**src/rtl/cond_logic_unit.sv**
```systemverilog
// Condition-logic stage: NZCV flag register, condition evaluation and commit-strobe gating.
// Optional event counters are built when COND_PERF_CNT_EN is defined.
module cond_logic_unit #(
  parameter int unsigned CNT_W = 32
) (
  input  logic             clk,
  input  logic             reset,
  input  logic             Valid,
  input  logic [3:0]       Cond,
  input  logic [3:0]       ALUFlags,
  input  logic [1:0]       FlagW,
  input  logic             PCS,
  input  logic             RegW,
  input  logic             MemW,
  input  logic             NoWrite,
  input  logic             CntClr,
  output logic             PCSrc,
  output logic             RegWrite,
  output logic             MemWrite,
  output logic             CondEx,
  output logic [3:0]       Flags,
  output logic [CNT_W-1:0] InstrCnt,
  output logic [CNT_W-1:0] SquashCnt,
  output logic [CNT_W-1:0] BranchCnt
);

  localparam int unsigned FLAG_W = 4;

  logic [FLAG_W-1:0] flags_q;
  logic              cond_ex;
  logic              commit;
  logic              n_f, z_f, c_f, v_f;

  assign {n_f, z_f, c_f, v_f} = flags_q;

  // Condition evaluation always uses the architectural (registered) flags.
  always_comb begin
    cond_ex = 1'b0;
    case (Cond)
      4'b0000: cond_ex = z_f;
      4'b0001: cond_ex = ~z_f;
      4'b0010: cond_ex = c_f;
      4'b0011: cond_ex = ~c_f;
      4'b0100: cond_ex = n_f;
      4'b0101: cond_ex = ~n_f;
      4'b0110: cond_ex = v_f;
      4'b0111: cond_ex = ~v_f;
      4'b1000: cond_ex = c_f & ~z_f;
      4'b1001: cond_ex = ~c_f | z_f;
      4'b1010: cond_ex = (n_f == v_f);
      4'b1011: cond_ex = (n_f != v_f);
      4'b1100: cond_ex = ~z_f & (n_f == v_f);
      4'b1101: cond_ex = z_f | (n_f != v_f);
      4'b1110: cond_ex = 1'b1;
      default: cond_ex = 1'b0;
    endcase
  end

  assign commit   = Valid & cond_ex;
  assign CondEx   = cond_ex;
  assign PCSrc    = commit & PCS;
  assign RegWrite = commit & RegW & ~NoWrite;
  assign MemWrite = commit & MemW;
  assign Flags    = flags_q;

  // N,Z and C,V halves are written independently.
  always_ff @(posedge clk or negedge reset) begin
    if (!reset) begin
      flags_q <= '0;
    end else if (commit) begin
      if (FlagW[1]) flags_q[3:2] <= ALUFlags[3:2];
      if (FlagW[0]) flags_q[1:0] <= ALUFlags[1:0];
    end
  end

`ifdef COND_PERF_CNT_EN
  logic [CNT_W-1:0] instr_cnt_q;
  logic [CNT_W-1:0] squash_cnt_q;
  logic [CNT_W-1:0] branch_cnt_q;

  // Clear wins over a same-cycle increment; all counters wrap modulo 2^CNT_W.
  always_ff @(posedge clk or negedge reset) begin
    if (!reset) begin
      instr_cnt_q  <= '0;
      squash_cnt_q <= '0;
      branch_cnt_q <= '0;
    end else if (CntClr) begin
      instr_cnt_q  <= '0;
      squash_cnt_q <= '0;
      branch_cnt_q <= '0;
    end else begin
      if (Valid)            instr_cnt_q  <= instr_cnt_q + CNT_W'(1);
      if (Valid & ~cond_ex) squash_cnt_q <= squash_cnt_q + CNT_W'(1);
      if (PCSrc)            branch_cnt_q <= branch_cnt_q + CNT_W'(1);
    end
  end

  assign InstrCnt  = instr_cnt_q;
  assign SquashCnt = squash_cnt_q;
  assign BranchCnt = branch_cnt_q;
`else
  logic unused_cntclr;
  assign unused_cntclr = CntClr;

  assign InstrCnt  = '0;
  assign SquashCnt = '0;
  assign BranchCnt = '0;
`endif

endmodule

```
**config.mk**
```make
export PLATFORM = sky130hd
export DESIGN_NAME = cond_logic_unit
export DESIGN_NICKNAME = d
export VERILOG_FILES = /design/src/rtl/cond_logic_unit.sv
export SDC_FILE = /design/constraint.sdc
export NUM_CORES = 1
export LEC_CHECK = 0
export BUFFER_PORTS_ARGS = -buffer_cell sky130_fd_sc_hd__buf_2
export CAP_MARGIN = 5
export CORE_MARGIN = 2
export CORE_UTILIZATION = 38
export DETAILED_ROUTE_END_ITERATION = 7
export GPL_ROUTABILITY_DRIVEN = 0
export PLACE_DENSITY = 0.87
export SLEW_MARGIN = 10
export SYNTH_ARGS = -nofsm -noshare
export SYNTH_HDL_FRONTEND = slang
export SYNTH_SLANG_ARGS = --single-unit
export TNS_END_PERCENT = 50
```
**constraint.sdc**
```tcl
create_clock -name clk -period 3.5 [get_ports clk]
set_input_delay 0.7 -clock clk [delete_from_list [all_inputs] [get_ports clk]]
set_output_delay 0.7 -clock clk [all_outputs]
set_load 0.01 [all_outputs]
```
==> run_results.csv <==
group,metric,value,unit
pwr,powerDensity,417.3,mW/mm²
run,drv_cap,0,
placed_design,dpl.hpwl,1325,µm
synth,async_flop_share,100.0,%
synth,seq_area_frac_synth,8.879,%
global_route,grt_pass1_wl,1952,µm
route,wl,1463,µm
synth,synth-main-ff-cell,"dfrtp_1",
synth,synthTopCellsByArea,"buf_4 64%, dfrtp_1 8.9%, mux2_2 4.0%",
global_route,grtUsageTotal,7.987,%
global_route,grt_max_degree,13,
synth,synth_edf_count,0,
setup_path,cp_max_fo,9,
die,ios,122,
layout,num_antenna_cells,0,
die,core_area,0.002781,mm²
die,die_area,0.003418,mm²
route,route.detailed.drc,0,
sta,period_share,84.41,%
setup_path,cp.arrival,2.25,ns
synth,synth_top_area_share,63.93,%
synth,yosys.cell_types.count,29,
route,initialDrtViolationCount,3,
clock_network,holdBufCountCts,0,
sta,fin_skew,0.001563,ns
die,core.rowCount,19,
setup_path,crit_required,2.80,ns
route,ant_nets,0,
die,die_w,58.47,µm
run_status,outcome,"completed",
clock_network,insertion_delay,0.25,ns
clock_network,cts.clk_slew.worst_paths,0.04,ns
worst_hold_path,min_path_type,"input port to asynchronous set/reset pin",
layout,final_area,922.1,µm²
sta,holdWs,0.2496,ns
global_route,antenna_found_initial,0,
layout,fin_nets,184,
sta,setup_viol,0,
clock_network,clk_path_buf_depth,2,
clock_network,ctsResizeCount,0,
placed_design,place_area,899.6,µm²
sta,rsz0062_at_grt,"false",
clock_network,post_cts_buffers,0,
sta,fmax,338.5,MHz
setup_path,crit_type,"input port to primary output",
pwr,leakagePower,0.5702,nW
clock_network,cts_tree,"built",
sta,min_period,2.954,ns
route,vias,662,
synth,synth_area,0.001127,mm²
setup_path,cp-start-kind,"input port",
pwr,worst_ir_drop_vdd,0.3388,mV
route,routedWlPerCell,7.503,µm
layout,largest_reg_flops,4,
layout,area_delta_synth_final,-18.20,%
route,first_pass_iters,3,
clock_network,clock-sinks,4,
sta,fin_setup_tns,0,ns
clock_network,htreeDepth,1,
placed_design,place_ws,0.5182,ns
die,fp.dieH,58.47,µm
sta,final_hold_viol_count,0,
synth,synth_area_leader_cell,"buf_4",
global_route,grt_pass1_vias,471,
sta,final_max_slew_viol_count,0,
clock_network,clockRootBuffer,"clkbuf_4",
placed_design,io_buffers,24,
setup_path,cp-end-kind,"primary output",
synth,synthCells,140,
synth,syn_avg_cell_area,8.052,µm²
die,start_util,40.53,%
sta,setup_ws,0.5457,ns
synth,ys_seq_elements,4,
route,vias_per_cell,3.395,
synth,yosys_warnings,0,
clock_network,cts_made_buffers,3,
layout,drive_gt1_share,19.51,%
global_route,gr-total-overflow,0,
-- through the flow --
step                      utilization (%)  instances  total power [W]
after detailed placement            32.34        192        0.0003238
after global placement              32.34        192        0.0003163
after floorplan                         -        235        0.0003418
after global routing                33.15        195        0.0004234
after CTS                           33.15        195        0.0003886
final                               33.15        195        0.0003848
-- synth_stat cells (2+ instances only) --
cell and instances:
nand2_1 4, buf_4 96, nand3_1 2, mux2_2 4
a21oi_1 3, xnor2_1 2, dfrtp_1 4, buf_6 2
and2_1 3
-- logic make-up after synthesis --
| kind of cell | Yosys count | share of synthesized area (%) |
|---|---|---|
| compound gates | 11 | 8.102 |
| simple gates | 17 | 9.213 |
| mux | 5 | 4.883 |
| xor+xnor | 3 | 2.331 |
| buf+inv | 99 | 66.26 |
| other cells | 1 | 0.3326 |
| flops | 4 | 8.879 |
-- layout by cell type, fill, tap and decap left out --
master	count
xor2_1	1
nand4b_1	1
buf_2	24
clkbuf_4	3
inv_1	1
o211ai_1	1
xnor2_1	2
nor3b_1	1
o221ai_1	1
nand2_1	4
a311o_1	1
o32a_1	1
nand2b_1	1
conb_1	96
mux2_2	4
nand3b_1	1
and3b_1	1
a2bb2oi_1	1
or2b_1	1
nand3_1	2
a211o_1	1
mux2i_1	1
a21boi_0	1
a21oi_1	3
nor2_1	1
and2_1	3
a311oi_2	1
dfrtp_1	4
or4b_1	1
-- power by group --
part	total, W	switching, W	internal [W]
sequential	0.000105	0.0000351	0.0000702
clock	0.0000617	0.0000231	0.0000386
combinational	0.000218	0.000126	0.0000919
-- layer usage --
layer | global-route usage, % | wire [µm] | vias up | part of all wire [%]
met5 | 0 | 0 | - | 0
met4 | 8.970 | 53 | 0 | 3.6
met3 | 1.319 | 199 | 5 | 14
met2 | 13.32 | 737 | 66 | 50
met1 | 7.877 | 473 | 282 | 32
li1 | - | - | 309 | -
-- final timing paths --
check / depth (start not counted) / slack [ns] / from / end
max: 7 / 0.55 / Cond[1] / RegWrite
min: 1 / 0.25 / reset / Flags[3]$_DFFE_PN0P_
max reg2reg: 5 / 1.53 / Flags[3]$_DFFE_PN0P_ / Flags[1]$_DFFE_PN0P_
min reg2reg: 1 / 0.60 / Flags[3]$_DFFE_PN0P_ / Flags[3]$_DFFE_PN0P_
max in group asynchronous: 1 / 3.13 / reset / Flags[1]$_DFFE_PN0P_
min in group clk: 1 / 0.60 / Flags[3]$_DFFE_PN0P_ / Flags[3]$_DFFE_PN0P_
-- area by class of cell --
cell class / instances / area [µm²]
Fill cell: 319 / 1859
Multi-Input combinational cell: 132 / 636.9
Timing Repair Buffer: 24 / 120.1
Sequential cell: 4 / 100.1
Tap cell: 31 / 38.79
Clock buffer: 3 / 22.52
Inverter: 1 / 3.754
-- worst max-delay path, cell delays in order --
cell	delay, ns
buf_2	0.15
or4b_1	0.52
a21oi_1	0.19
a311oi_2	0.09
a21boi_0	0.29
and3b_1	0.20
buf_2	0.12
Power figures use the tool's default switching activity.
